**src/rtl/pc_unit.sv**
```systemverilog
// Fetch-stage program counter: holds the fetch address and selects the next PC
// from the sequential, branch, jump, register and exception/return sources.
module pc_unit #(
    parameter int unsigned WIDTH    = 32,
    parameter logic [31:0] RESET_PC = 32'h0000_3000,
    parameter logic [31:0] EXC_PC   = 32'h0000_4180,
    parameter int unsigned IMM_W    = 16
) (
    input  logic             clk,
    input  logic             reset,
    input  logic             en,
    input  logic [1:0]       npc_sel,
    input  logic             br_taken,
    input  logic [IMM_W-1:0] imm,
    input  logic [25:0]      instr_index,
    input  logic [WIDTH-1:0] reg_target,
    input  logic             exc_req,
    input  logic             eret,
    output logic [WIDTH-1:0] pc,
    output logic [WIDTH-1:0] pc_plus4,
    output logic [WIDTH-1:0] epc,
    output logic             adel
);

    localparam int unsigned EXT_W = WIDTH - IMM_W;

    localparam logic [1:0] SEL_SEQ    = 2'd0;
    localparam logic [1:0] SEL_BRANCH = 2'd1;
    localparam logic [1:0] SEL_JUMP   = 2'd2;
    localparam logic [1:0] SEL_REG    = 2'd3;

    localparam logic [WIDTH-1:0] RESET_VAL = WIDTH'(RESET_PC);
    localparam logic [WIDTH-1:0] EXC_VAL   = WIDTH'(EXC_PC);

    logic [WIDTH-1:0] imm_ext;
    logic [WIDTH-1:0] br_target;
    logic [WIDTH-1:0] jump_target;
    logic [WIDTH-1:0] next_pc;

    // Candidate targets, all wrapping modulo 2^WIDTH
    assign pc_plus4    = pc + WIDTH'(4);
    assign imm_ext     = {{EXT_W{imm[IMM_W-1]}}, imm};
    assign br_target   = pc_plus4 + (imm_ext << 2);
    assign jump_target = {pc_plus4[WIDTH-1:28], instr_index, 2'b00};

    // Fetch address is misaligned whenever either low bit is set
    assign adel = |pc[1:0];

    // Normal-flow next-PC select; an untaken branch falls through to pc+4
    always_comb begin
        next_pc = pc_plus4;
        case (npc_sel)
            SEL_SEQ:    next_pc = pc_plus4;
            SEL_BRANCH: next_pc = br_taken ? br_target : pc_plus4;
            SEL_JUMP:   next_pc = jump_target;
            SEL_REG:    next_pc = reg_target;
            default:    next_pc = pc_plus4;
        endcase
    end

    // PC/EPC update: reset, then exception, then return, then stall, then normal flow
    always_ff @(posedge clk) begin
        if (reset) begin
            pc  <= RESET_VAL;
            epc <= '0;
        end else if (exc_req) begin
            pc  <= EXC_VAL;
            epc <= pc;
        end else if (eret) begin
            pc  <= epc;
        end else if (en) begin
            pc  <= next_pc;
        end
    end

endmodule

```
**config.mk**
```make
export PLATFORM = sky130hd
export DESIGN_NAME = pc_unit
export DESIGN_NICKNAME = d
export VERILOG_FILES = /design/src/rtl/pc_unit.sv
export SDC_FILE = /design/constraint.sdc
export NUM_CORES = 1
export LEC_CHECK = 0
export CORE_ASPECT_RATIO = 1.25
export CORE_MARGIN = 2
export CORE_UTILIZATION = 40
export CTS_CLUSTER_SIZE = 24
export DETAILED_ROUTE_END_ITERATION = 8
export PLACE_DENSITY_LB_ADDON = 0.05
export SLEW_MARGIN = 20
export SYNTH_ARGS = -nofsm -noshare
export SYNTH_HDL_FRONTEND = slang
export SYNTH_SLANG_ARGS = --single-unit
```
**constraint.sdc**
```tcl
create_clock -name clk -period 3.6 [get_ports clk]
set_input_delay 0.36 -clock clk [delete_from_list [all_inputs] [get_ports clk]]
set_output_delay 0.36 -clock clk [all_outputs]
set_load 0.005 [all_outputs]
```
[Yosys cells after proc, flatten, opt, wreduce, memory -nomap -nowiden]
Cells that the tools add are included.
Cells by class
  shifts and indexed selects: 0
  eq/ne operators: 3
  $lt $le $gt $ge: 0
  multiply operators: 0
  mux-type cells: 5
  reduce and logical (&&, ||, !) cells: 5
  div/mod/pow operators: 0
  bitwise operators: 0
  $add $sub $neg: 2
Operators with widths (number)
  $pmux W32 S4: 1
  $mux W32: 3
  $add A32 B3 Y32 const B: 1
  $add A32 B32 Y32: 1
  $mux W15: 1
  $eq A2 B2 Y1 const B: 2
  $reduce_or A2 Y1: 2
  $reduce_bool A3 Y1: 1
  $eq A2 B1 Y1 const B: 1
  $logic_not A2 Y1: 1
  $reduce_bool A2 Y1: 1
Word-level totals
  memories: 0
  memory bits (writable): 0
  memory bits (read-only): 0
  logic and storage cells: 18
  register bits: 64
  input port bits: 82
  output and inout bits: 97
  bits in latches: 0

[Logic depth before layout (Yosys ltp)]
Gate-level depths: netlist (run 1).
  depth after elaboration: 7
  mapped depth: 18
  depth with buffers taken out: 16

[Worst setup path after synthesis (run 1)]
OpenSTA, ideal clock, no wires.
  path kind: register -> register
  start: register pc[4]
  end: register pc[31]
  clock period less this slack: 3.790 ns
  data required time: 3.514 ns
  cell stages (with the launch flop): 14
  setup time: 0.086 ns
  arrival time: 3.704 ns
  buffers on the path: 0
  setup slack: -0.190 ns
  cells stage by stage: dfxtp_1 > and4_4 > nand4_1 > nor2_1 > xor2_1 > ha_1 > a21o_1 > a21o_1 > a211oi_1 > nand2_1 > a221o_2 > a41oi_1 > mux2_2 > a221oi_2
Between the ends
  cells in the longest elaborated chain, start to end: 6
RTL lines
  from (decl): RTL line 19  | output logic [WIDTH-1:0] pc,
  from (signal assigned): RTL line 70  | pc <= epc;
  from (signal assigned): RTL line 72  | pc <= next_pc;
  $add A32 B3 Y32: RTL line 41  | assign pc_plus4 = pc + WIDTH'(4);
  via pc_plus4[14]: RTL line 20  | output logic [WIDTH-1:0] pc_plus4,
  $add A32 B32 Y32: RTL line 43  | assign br_target = pc_plus4 + (imm_ext << 2);
  $mux W32: RTL line 54  | SEL_BRANCH: next_pc = br_taken ? br_target : pc_plus4;
  $pmux W32 S4: RTL line 52  | case (npc_sel)
  $mux W32: RTL line 71  | end else if (en) begin
  $mux W32: RTL line 69  | end else if (eret) begin
The timed path passes the listed nets, and every way through them passes these cells. The select of a mux whose other input is x is not followed.
A chain may end at the register's enable or synchronous reset.

[Final worst setup path (run 1)]
  start: register pc[4]
  end: register pc[25]
Between the ends
  cells in the longest elaborated chain, start to end: 6
RTL lines (RTL line)
  $add A32 B3 Y32 *: 41
  $add A32 B32 Y32: 43
  $mux W32: 54
  $pmux W32 S4 *: 52
  $mux W32 *: 71
  $mux W32 *: 69
Every way passes the cells marked *; elsewhere a longest branch is shown, timed or not. The select of a mux whose other input is x is not followed.

==> flow_metrics.tcl, run 1 <==
set metrics [dict create \
    drc 0 \
    peakVddDrop_mv 0.312 \
    ys_seq_area_share_pct 21.9 \
    clockBufferDepth 2 \
    multi_input_area_um2 4550 \
    cts_tree "built" \
    r2r-start "pc[4]" \
    r2r_cells 17 \
    numCtsBuffers 9 \
    rsz0062_at_grt "true" \
    yosysWarningCount 0 \
    clock.fmax_mhz 286 \
    holdBufCountCts 0 \
    antennaDiodeCount 0 \
    path_max_fanout 6 \
    synth_edf_count 0 \
    drv_slew 0 \
    period_share_pct 97.1 \
    top_layer_used "met4" \
    hold_depth 2 \
    drv_cap 0 \
    period_minus_slack_ps 3500 \
    yosysUniqueCellTypes 70 \
    core_area_um2 14300 \
    end_kind "flip-flop" \
    regToRegEndpoint "pc[25]" \
    synthArstFlopShare_pct 0 \
    finalHoldViolations 0 \
    num_vias 7240 \
    dieWidth_um 112 \
    wire_per_inst_um 22.5 \
    critPathArrivalTime_ps 3720 \
    slew-limit-headroom_pct 48.0 \
    syn_area_per_cell_um2 7.48 \
    gp_congestion 0.987 \
    status "completed" \
    critical_path_required_ps 3830 \
    cellLeakagePower_nw 3.92 \
    r2r_setup_slack_ps 100 \
    drt-met1-wl_um 9770 \
    grt_pass1_wl_um 41200 \
    finalSetupViolations 0 \
    grt_antenna_before_repair 0 \
    die_y_um 139 \
    syn_nets 899 \
    grt_pass1_vias 7384 \
    dieArea_um2 15600 \
    drive_gt1_share_pct 19.5 \
    syn_area_um2 5850 \
    viasPerCell 5.93 \
    start_util_pct 40.8 \
    synth_cells 782 \
    root_buffer "clkbuf_16" \
    power_mw 2.60 \
    final_cells 1220 \
    portBuffers 178 \
    io_pins 179 \
    nets 1154 \
    route.met2.wl_um 14500 \
    cts_htree_levels 3 \
    worstMarginPinSlew_ps 777 \
    worstHoldEndpoint "pc[11]" \
    grt-ovfl-total 0 \
    design_area_um2 9120 \
    dp_cells 1198 \
    insertion_delay_ps 340 \
    final_util_pct 63.6 \
    synthToLayoutAreaGrowth_pct 55.9 \
    antenna_left 0 \
    path_clk_slew_ps 60 \
    cts_sinks 64 \
    critPathLaunchType "flip-flop" \
    p_per_area_nw_per_um2 285 \
    ys_ff_latch 64 \
    ff_latch_area_um2 1290 \
    std_cell_rows 49 \
    dp_hpwl_um 21300 \
    fillerInstances 1257 \
    hold_class "flip-flop to flip-flop" \
    place_area_um2 8430 \
    grt_max_degree 52 \
    skew_ps 6.67 \
    wl_met3_um 1490 \
    finalWirelength_um 27500 \
    critPathKind "flip-flop to flip-flop" \
    synth-main-ff-cell "dfxtp_1" \
    min-delay-start "epc[11]" \
    grt_util_all_layers_pct 34.1 \
    first_iter_violations 430 \
    drt_pass1_iterations 5 \
]
-- final cells by class --
type	count	share of cell area, %
clock buffers	9	2.47
flip-flops and latches	64	14.1
well taps	178	2.44
inverters	20	0.823
repair buffers	291	28.7
multi-input cells	651	49.9
clock inverters	7	1.58
-- registers in the layout, summed over array words and instances, names as in the netlist, named ones only --
register  cells
epc          32
pc           30
-- worst max-delay path by stage --
| stage | from | end | depth (start not counted) |
|---|---|---|---|
| after CTS | pc[7] | pc[31] | 14 |
| after floorplan | pc[14] | pc[25] | 17 |
| after global routing | pc[4] | pc[25] | 17 |
| final | pc[4] | pc[25] | 17 |
| after global placement | pc[7] | pc[31] | 14 |
| after detailed placement | pc[7] | pc[31] | 14 |
-- power by group --
group / switching (mW) / leakage [nW] / total, mW / internal (mW)
combinational: 0.405 / 3.22 / 0.773 / 0.368
clock: 0.335 / 0.172 / 1.08 / 0.747
sequential: 0.0176 / 0.522 / 0.746 / 0.729
total: 0.757 / 3.92 / 2.60 / 1.84
-- cells in the final DEF (no fill, tap or decap), types with 4 or more instances in the layout --
cell             count
mux4_2               4
clkbuf_16            9
o21ai_0             44
nand2_1             70
bufinv_16            4
nor2b_1              5
a21oi_2              8
o221ai_1             4
a22oi_1              7
a21o_1              21
buf_4              112
a221oi_1             9
nor3_1              19
xnor2_2             11
clkdlybuf4s50_1    174
o21a_1               4
nand2b_1            10
inv_1               18
dfxtp_2              5
nor2_1             102
xor2_1              15
a31oi_1              9
dfxtp_1             59
and3_1               6
a211oi_1             8
nand3_1             23
mux2i_1             45
ha_1                29
nand4_1             15
a21oi_1             68
o31ai_1              6
o22ai_1              7
xnor2_1             20
buf_2                4
-- synthesized netlist by cell type (5+ instances only) --
master	n	area (µm²)
buf_1	6	22.5
mux2i_1	45	450
a221oi_1	9	78.8
a22oi_1	7	52.6
nor3_1	19	95.1
xnor2_1	31	272
inv_1	19	71.3
nand2_1	70	263
a211oi_1	11	82.6
o21ai_0	48	240
xor2_1	18	158
buf_2	6	30.0
a21oi_1	76	380
nor2b_1	5	31.3
nand3_1	24	120
clkbuf_1	29	109
nand2b_1	10	62.6
dfxtp_1	64	1280
nor2_1	105	394
ha_1	34	425
a21o_1	21	158
nand4_1	15	93.8
o31ai_1	8	60.1
and3_1	7	43.8
o22ai_1	7	43.8
a31oi_1	9	56.3
-- routing by layer --
metal / up-vias / GRT usage (%)
met2: 333 / 63.8
met5: - / 0
met4: 0 / 19.6
met3: 82 / 6.16
li1: 3367 / -
met1: 3458 / 35.0
-- through the flow --
| step | worst slack (ps) | setup TNS (ps) | hold slack [ps] |
|---|---|---|---|
| 4_1_cts | 12.9 | 0 | 501 |
| 3_5_place_dp | -77.1 | -77.1 | 488 |
| 6_report | 104 | 0 | 505 |
| 5_1_grt | -78.7 | -335 | 526 |
| 2_1_floorplan | -35.9 | -68.4 | 460 |
| 3_3_place_gp | 64.5 | 0 | 482 |
-- kinds of logic (layout without fill, tap and decap cells) --
group	Yosys count	after routing	synth area share, %
adders and majority gates	35	35	7.62
muxes	51	51	9.63
buffers and inverters	67	327	5.16
and+or+nand+nor	282	282	22.7
AOI/OAI and AO/OA	233	233	25.4
DFF	64	64	21.9
xor gates and xnor gates	50	50	7.62
-- critical path, stage by stage (launching register included) --
cell and delay, ps:
dfxtp_2 320, and4_4 220, nand4_1 230, buf_4 220, nor2b_1 100, buf_4 140
and4_4 240, xor2_4 200, ha_4 230, buf_4 160, and2_4 150, buf_4 150
a311o_1 340, and3_1 180, a21oi_1 140, a211oi_1 60, a211oi_1 230, nor2_1 60
-- timing repair --
action | in CTS | in global routing
endpoints found under the hold margin | 0 | 0
pin swaps | 0 | 28
buffers inserted | 0 | 6
endpoints found under the setup margin | 1 | 14
gates resized for setup | 2 | 49
No activity file was read; power rests on OpenSTA's default activity.
==> inputs of run 2 (changes only) <==
--- a/config.mk
+++ b/config.mk
@@ -10,6 +10,7 @@
 export CORE_UTILIZATION = 40
 export CTS_CLUSTER_SIZE = 24
 export DETAILED_ROUTE_END_ITERATION = 8
+export HOLD_SLACK_MARGIN = 0.05
 export PLACE_DENSITY_LB_ADDON = 0.05
 export SLEW_MARGIN = 20
 export SYNTH_ARGS = -nofsm -noshare
==> results of run 2 <==
The final DEF is identical to that of run 1; final timing and power are the same.
==> inputs of run 3 (changes only) <==
--- a/config.mk
+++ b/config.mk
@@ -11,7 +11,7 @@
 export CTS_CLUSTER_SIZE = 24
 export DETAILED_ROUTE_END_ITERATION = 8
 export HOLD_SLACK_MARGIN = 0.05
-export PLACE_DENSITY_LB_ADDON = 0.05
+export PLACE_DENSITY = 0.73
 export SLEW_MARGIN = 20
 export SYNTH_ARGS = -nofsm -noshare
 export SYNTH_HDL_FRONTEND = slang
==> run 3 against run 2 <==
Against the previous run: critical path depth fell by 1; fmax rose by 0.56%; via count fell by 0.99%; worst setup slack improved by 19 ps; count of clock-buffer cells in the layout did not move; core utilization fell by 1.4 points; global-route usage fell by 3.3 points; cell count fell by 0.41%; worst hold slack got worse by 17 ps; flip-flop and latch count did not move; critical endpoint is now pc[29].
==> flow_metrics.tcl, run 3 (same netlist as run 1, synthesis figures left out) <==
set metrics [dict create \
    crit_chain "and4_4 -> nand4_1 -> buf_4 -> nor2_2 -> xor2_1 -> ha_1 -> a21o_1 -> a21o_1 -> a211oi_2 -> nand2_1 -> a221o_2 -> buf_4 -> a21oi_1 -> xor2_1 -> buf_4 -> o31ai_1" \
    reg.largest.list "epc x32, pc x30" \
    dp_cells 1190 \
    io_pins 179 \
    worstHoldEndpoint "pc[17]" \
    slowest_stage "a221o_2" \
    portBuffers 178 \
    antennaDiodeCount 0 \
    drv_cap 0 \
    peakVddDrop_mv 0.207 \
    holdBufCountCts 0 \
    wire_per_inst_um 20.5 \
    root_buffer "clkbuf_16" \
    start_util_pct 40.8 \
    regToRegEndpoint "pc[29]" \
    viasPerCell 5.90 \
    clockBufferDepth 2 \
    dieWidth_um 112 \
    drv_slew 0 \
    path_max_fanout 6 \
    grt-ovfl-total 0 \
    r2r_setup_slack_ps 120 \
    nets 1149 \
    clock.fmax_mhz 288 \
    cts_sinks 64 \
    top_register "epc" \
    critical_path_required_ps 3830 \
    critPathLaunchType "flip-flop" \
    die_y_um 139 \
    drive_gt1_share_pct 17.3 \
    worstMarginPinSlew_ps 707 \
    grt_pass1_vias 6969 \
    cts_tree "built" \
    antenna_left 0 \
    finalSetupViolations 0 \
    grt_max_degree 52 \
    numCtsBuffers 9 \
    dp_hpwl_um 19300 \
    mostFrequentLayoutCells "clkdlybuf4s50_1, buf_4, nor2_1, a21oi_1, nand2_1" \
    core_area_um2 14300 \
    hold_class "input port to flip-flop" \
    fillerInstances 1290 \
    gp_congestion 0.955 \
    slew-limit-headroom_pct 52.7 \
    largest_reg_flops 32 \
    layout_commonest_cell "clkdlybuf4s50_1" \
    status "completed" \
    skew_ps 8.98 \
    first_iter_violations 549 \
    rsz0062_at_grt "true" \
    dieArea_um2 15600 \
    end_kind "flip-flop" \
    period_minus_slack_ps 3480 \
    slowest_delay_ps 380 \
    grt_pass1_wl_um 38000 \
    drt_pass1_iterations 5 \
    r2r-start "pc[7]" \
    grt_util_all_layers_pct 30.8 \
    critPathArrivalTime_ps 3710 \
    finalWirelength_um 24900 \
    grt_antenna_before_repair 1 \
    insertion_delay_ps 340 \
    finalHoldViolations 0 \
    r2r_cells 16 \
    crit_top_cell "buf_4" \
    critPathKind "flip-flop to flip-flop" \
    final_cells 1215 \
    std_cell_rows 49 \
    p_per_area_nw_per_um2 273 \
    synthToLayoutAreaGrowth_pct 52.5 \
    period_share_pct 96.6 \
    min-delay-start "exc_req" \
    cts_htree_levels 3 \
    path_clk_slew_ps 60 \
    num_vias 7168 \
    power_mw 2.44 \
    hold_depth 3 \
    drc 0 \
    cellLeakagePower_nw 3.83 \
]
[run 3: cell count changes in the layout (fill, tap and decap cells not counted), moves of 2 or more]
| cell | change |
|---|---|
| bufinv_16 | -2 |
| buf_4 | -4 |
| o21ai_0 | +2 |
| a21oi_1 | +6 |
| o31ai_1 | +2 |
| xnor2_1 | +5 |
| xor2_4 | -2 |
| xnor2_2 | -5 |
| clkinv_2 | +2 |
| a21oi_2 | -7 |
[run 3: how the worst max path moves through the flow]
stage,from,end,slack (ps)
4_1_cts,pc[7],pc[31],40
3_5_place_dp,pc[6],pc[31],-110
3_3_place_gp,pc[7],pc[25],-20
6_report,pc[7],pc[29],120
2_1_floorplan,pc[14],pc[25],-40
5_1_grt,pc[2],pc[31],-20
[run 3: layer usage]
| layer | vias up | GRT usage (%) | part of all wire, % |
|---|---|---|---|
| li1 | 3355 | - | - |
| met1 | 3313 | 34.3 | 37 |
| met2 | 406 | 54.4 | 49 |
| met3 | 94 | 6.47 | 7.8 |
| met4 | 0 | 16.2 | 5.8 |
| met5 | - | 0 | 0 |
[run 3: per-stage QoR]
| stage | utilization [%] | cell area, µm² | setup TNS (ps) | worst slack [ps] | hold slack (ps) |
|---|---|---|---|---|---|
| 6_report | 62.2 | 8920 | 0 | 123 | 488 |
| 5_1_grt | 62.2 | 8920 | -25.3 | -24.0 | 510 |
| 4_1_cts | 60.7 | 8710 | 0 | 38.0 | 471 |
| 3_5_place_dp | 58.3 | 8370 | -223 | -113 | 490 |
| 3_3_place_gp | 58.3 | 8370 | -22.9 | -21.1 | 477 |
| 2_1_floorplan | - | 5870 | -68.4 | -35.9 | 460 |
[run 3: worst max-delay path: cells and delay by family (launching register included)]
kind	cells	cell delay (ps)
AO/OA/AOI/OAI	6	1390
AND/OR/NAND/NOR	4	540
buffers and inverters	3	490
flip-flops	1	330
XOR/XNOR	2	330
adder cells (fa/ha/maj)	1	290
[run 3: cell type report]
| cell class | instances | area, µm² | share of cell area, % |
|---|---|---|---|
| multi-input cells | 651 | 4440 | 49.8 |
| clock buffers | 9 | 225 | 2.53 |
| repair buffers | 286 | 2570 | 28.8 |
| clock inverters | 7 | 95.1 | 1.07 |
| inverters | 20 | 75.1 | 0.842 |
| well taps | 178 | 223 | 2.50 |
| flip-flops and latches | 64 | 1290 | 14.4 |
[run 3: where the power goes]
part,total (mW),internal (mW),switching (mW)
combinational,0.740,0.359,0.381
clock,0.951,0.607,0.344
sequential,0.746,0.728,0.0176
[run 3: timing repair]
item / CTS / global route
pin swaps: 2 / 11
setup buffers: 0 / 9
setup endpoints to repair: 4 / 12
endpoints found under the hold margin: 0 / 0
resized for setup: 4 / 25
==> patch 1: new RTL, settings of run 2 <==
The parameter `IMM_W` goes from 16 to 20.
--- a/src/rtl/pc_unit.sv
+++ b/src/rtl/pc_unit.sv
@@ -4,7 +4,7 @@
     parameter int unsigned WIDTH    = 32,
     parameter logic [31:0] RESET_PC = 32'h0000_3000,
     parameter logic [31:0] EXC_PC   = 32'h0000_4180,
-    parameter int unsigned IMM_W    = 16
+    parameter int unsigned IMM_W    = 20
 ) (
     input  logic             clk,
     input  logic             reset,
Ports: changed (resized imm); port bits go from 179 to 183. No check against the original RTL was run, so the function may have changed too.
==> patch 1 against run 2 <==
- sequential power hardly changed
- critical path type unchanged
- power decreased by 5.2%
- synthesized area grew 1.1%
- non-clock buffer count fell by 42
- largest cell class unchanged
- final area shrank 5.0%
- sequential cell count is the same
- routed wire length down 5.5%
- core utilization shrank 3.5 points
- clock power shrank 4%
- clock skew fell by 0.0017 ns
- fmax up 1.5%
- worst setup slack better by 0.052 ns
==> patch 1: results (changes against run 2) <==
clk root buf: clkbuf_16
crit path DAT: 3.68 ns (-0.04 ns)
Port-buffer cells: 182 (+2.2%)
H-tree Lvls: 3 (unchanged)
vias in the first global route: 7100 (-3.8%)
Worst Hold Launch: epc[0]
r2r startpoint: pc[3]
antenna diode count: 0 (unchanged)
synthesized instance count: 763 (-2.4%)
prevailing post-synth register cell: dfxtp_1
Clock Latency Late Sink: 0.34 ns (about the same)
flip-flop and latch area: 1287 um2 (unchanged)
switching share of total power: 0.2954 (+0.004307)
largest registers: epc: 32 flops, pc: 30 flops
Placer Congestion: 1.034 (+4.7%)
total placed cells including tap cells: 1138 (-5.0%)
Netlist cell types: 82 (+17%)
initial antenna violation count: 0 (unchanged)
pre-CTS setup slack: 0.06941 ns (+0.1465 ns)
worst rel slew slack: 0.5230 (+0.04278)
post-route insts no fill: 1156 (-5.2%)
post-synth net total: 884 (-1.7%)
outcome: complete, no violations
top post-synthesis cells by area: dfxtp_1 (22%), mux2i_1 (7.6%), ha_1 (7.2%)
Tot GR Track Use: 0.3208 (-0.01993)
buffer depth of the longest clock path: 2 (unchanged)
Area after DPL: 8230 um2 (-2.4%)
WHS Path Cells: 2 (unchanged)
Post-DP HPWL: 20.30 mm (-4.8%)
drt pass-1 iters: 5 (unchanged)
register area share after synthesis: 0.2168 (-0.002320)
register-to-register setup slack: 0.16 ns (+0.05 ns)
R2R depth: 14 (-3)
first-pass GRT wire length: 39.14 mm (-5.1%)
initial DRC count: 495 (+15%)
layout cell share with drive strength beyond 1: 0.1401 (-0.05474)
Leak Pwr: 3.582 nW (-8.6%)
skew final: 0.004943 ns (-0.001729 ns)
largest net degree at the start of global routing: 47 (-9.6%)
# fillers: 1325 (+5.4%)
WL/cell: 22.46 um (-0.30%)
VDD IR max: 0.3011 mV (-3.4%)
Synth async-reset ratio: 0 (unchanged)
Hold Path Class: flop to flop
most instantiated cells after synthesis: nor2_1 (96), a21oi_1 (71), dfxtp_1 (64)
Worst-path clk slew: 0.06 ns (about the same)
Synthesis Warnings: 0 (unchanged)
CP Max Fanout: 7 (+1)
Vias/cell: 6.032 (+1.6%)
Worst R2R End: pc[30]
WHS: 0.5169 ns (+0.01200 ns)
CTS buffer count: 9 (unchanged)
Max Slew Vio Count: 0 (unchanged)
patch 1: cell type report:
class                           instances  area share
Sequential cell                        64      0.1487
Tap cell                              178     0.02572
Timing Repair Buffer                  249      0.2673
Inverter                               22     0.01012
Clock buffer                            9     0.02601
Multi-Input combinational cell        627      0.5074
Clock inverter                          7     0.01474
patch 1: worst max path at each step:
stage,endpoint,slack (ns),cells past startpoint,from
floorplan,pc[30],0.25,15,pc[4]
global placement,pc[31],0.14,15,pc[7]
detailed placement,pc[25],0.07,13,pc[7]
CTS,pc[25],0.02,13,pc[7]
global route,pc[7],-0.02,14,pc[3]
finish,pc[30],0.16,14,pc[3]
patch 1: critical path, stage by stage, from the launching register on:
cell and delay [ns]:
dfxtp_1 0.36, buf_4 0.18, nand4_1 0.10, or3_4 0.40
nor2_8 0.18, xor2_1 0.33, ha_1 0.32, a21o_1 0.20
a21o_1 0.17, a21oi_1 0.17, o221ai_1 0.14, a31oi_1 0.31
o41ai_2 0.14, mux2i_1 0.13, or2_1 0.22
patch 1: what timing repair did:
item | 4_1_cts | 5_1_grt
hold buffers | 0 | 0
resized for setup | 0 | 17
endpoints found under the setup margin | 0 | 19
buffers inserted | 0 | 2
patch 1: layer usage:
metal | global-route usage | vias up | share of wire
met4 | 0.2137 | 0 | 0.077
met2 | 0.5878 | 341 | 0.52
met5 | 0 | - | 0
met3 | 0.04890 | 100 | 0.055
met1 | 0.3340 | 3297 | 0.35
li1 | - | 3235 | -
patch 1: power groups by stage:
stage	clock [mW]	sequential, mW	combinational, mW
after global placement	0	0.760	0.652
final	1.04	0.746	0.675
after detailed placement	0	0.760	0.658
after global routing	1.09	0.747	0.721
after CTS	1.05	0.745	0.662
after floorplan	0	0.762	0.336
patch 1: kinds of logic after synthesis:
| family | synth area share |
|---|---|
| mux | 0.09718 |
| buf+inv | 0.04891 |
| simple gates | 0.2221 |
| fa+ha+maj | 0.07538 |
| compound gates | 0.2634 |
| xor+xnor | 0.07622 |
| flops | 0.2168 |
==> patch 2: new RTL, settings of run 2 <==
Made on the original files. Put a register stage on the output `adel`, with the module's reset. The value now appears one clock later. The other outputs are not delayed to match.
--- a/src/rtl/pc_unit.sv
+++ b/src/rtl/pc_unit.sv
@@ -44,7 +44,13 @@
     assign jump_target = {pc_plus4[WIDTH-1:28], instr_index, 2'b00};
 
     // Fetch address is misaligned whenever either low bit is set
-    assign adel = |pc[1:0];
+    always_ff @(posedge clk) begin
+        if (reset) begin
+            adel <= '0;
+        end else begin
+            adel <= |pc[1:0];
+        end
+    end
 
     // Normal-flow next-PC select; an untaken branch falls through to pc+4
     always_comb begin
Formal check against the unedited RTL: not equivalent (a bounded check fails within 4 cycles, from zero or initial values and one cycle with reset high).
==> patch 2 against run 2 <==
- sequential share of layout area increased by 0.19 points
- routed wire length decreased by 2.4%
- critical path type unchanged
- combinational power decreased by 3.9%
- power decreased by 2.3%
- synthesized area increased by 4.6%
- final area decreased by 0.18%
- clock power decreased by 4%
- worst setup slack improved by 0.0032 ns
- sequential cell count increased by 1
- first-iteration DRC count increased by 22%
==> patch 2: results (changes against run 2) <==
most instantiated cells after synthesis: nor2_1 (107), a21oi_1 (77), nand2_1 (69)
vias in the first global route: 7341 (-0.58%)
outcome: complete, no violations
met3 wire length: 1.723 mm (+16%)
Vias/cell: 5.961 (+0.45%)
synthesized instance count: 814 (+4.1%)
met1 WL: 9.727 mm (-0.45%)
initial DRC count: 523 (+22%)
largest net degree at the start of global routing: 46 (-12%)
Post-DP HPWL: 21.51 mm (+0.93%)
VDD IR max: 0.2819 mV (-9.6%)
met2 routed wirelength: 13.77 mm (-5.0%)
layout cell share with drive strength beyond 1: 0.1578 (-0.03697)
# fillers: 1419 (+13%)
top post-synthesis cells by area: dfxtp_1 (21%), ha_1 (7.0%), nor2_1 (6.6%)
Netlist cell types: 77 (+10%)
final WL: 26.84 mm (-2.4%)
Hold Path Class: primary input to flop
crit path DAT: 3.70 ns (-0.02 ns)
Worst-Margin Slew: 0.7329 ns (-0.04391 ns)
post-synth net total: 931 (+3.6%)
largest registers: epc: 32 flops, pc: 30 flops, adel: 1 flops
buffer depth of the longest clock path: 2 (unchanged)
first-pass GRT wire length: 39.96 mm (-3.1%)
Placer Congestion: 0.9850 (-0.24%)
Tot GR Track Use: 0.3224 (-0.01836)
register area share after synthesis: 0.2129 (-0.006278)
GR Util met2: 0.5877 (-0.05057)
antenna diode count: 0 (unchanged)
global routing usage on met3: 0.06005 (-0.001575)
met1 Usage GRT: 0.3448 (-0.004912)
[patch 2: final cells by class]
class,count,area [um2],area share
Tap cell,182,227.7,0.02502
Sequential cell,65,1303,0.1431
Inverter,25,93.84,0.01031
Timing Repair Buffer,280,2550,0.2802
Clock inverter,6,115.1,0.01265
Clock buffer,10,239.0,0.02626
Multi-Input combinational cell,672,4573,0.5025
[patch 2: cell families (layout without fill, tap and decap cells)]
group,count (synthesis),in the layout,synth area share
DFF,65,65,0.2129
muxes,46,46,0.08391
and+or+nand+nor,284,284,0.2296
adders and majority gates,35,35,0.07286
AOI/OAI and AO/OA,258,258,0.2736
buffers and inverters,77,321,0.05690
xor gates and xnor gates,49,49,0.07020
[patch 2: worst max-delay path, stage by stage (launching register included)]
cell      delay, ns
dfxtp_1        0.39
and4_4         0.28
nand3_4        0.12
buf_4          0.18
nor4_2         0.19
xor2_1         0.23
buf_4          0.17
ha_1           0.24
buf_4          0.16
nand2_1        0.10
nor2_1         0.08
and4_1         0.21
a22oi_1        0.20
nand3_1        0.17
o31ai_2        0.28
xnor2_2        0.19
o221ai_1       0.15
[patch 2: stage by stage]
step | setup slack, ns | TNS (ns) | area, um2
final | 0.1069 | 0 | 9101
after global routing | -0.04528 | -0.1337 | 9101
after CTS | 0.02718 | 0 | 8991
after detailed placement | -0.01722 | -0.01722 | 8622
after global placement | 0.07729 | 0 | 8622
after floorplan | 0.1374 | 0 | 6113
[patch 2: power breakdown]
group | leakage, nW | switching [mW] | internal, mW
Sequential | 0.528 | 0.0171 | 0.739
Clock | 0.169 | 0.345 | 0.697
Combinational | 3.10 | 0.389 | 0.354
[patch 2: final timing paths]
path / cells after the start / from / to
max reg2reg: 16 / pc[11] / pc[28]
min: 3 / exc_req / epc[16]
min reg2reg: 2 / epc[0] / flop
max: 16 / pc[11] / pc[28]
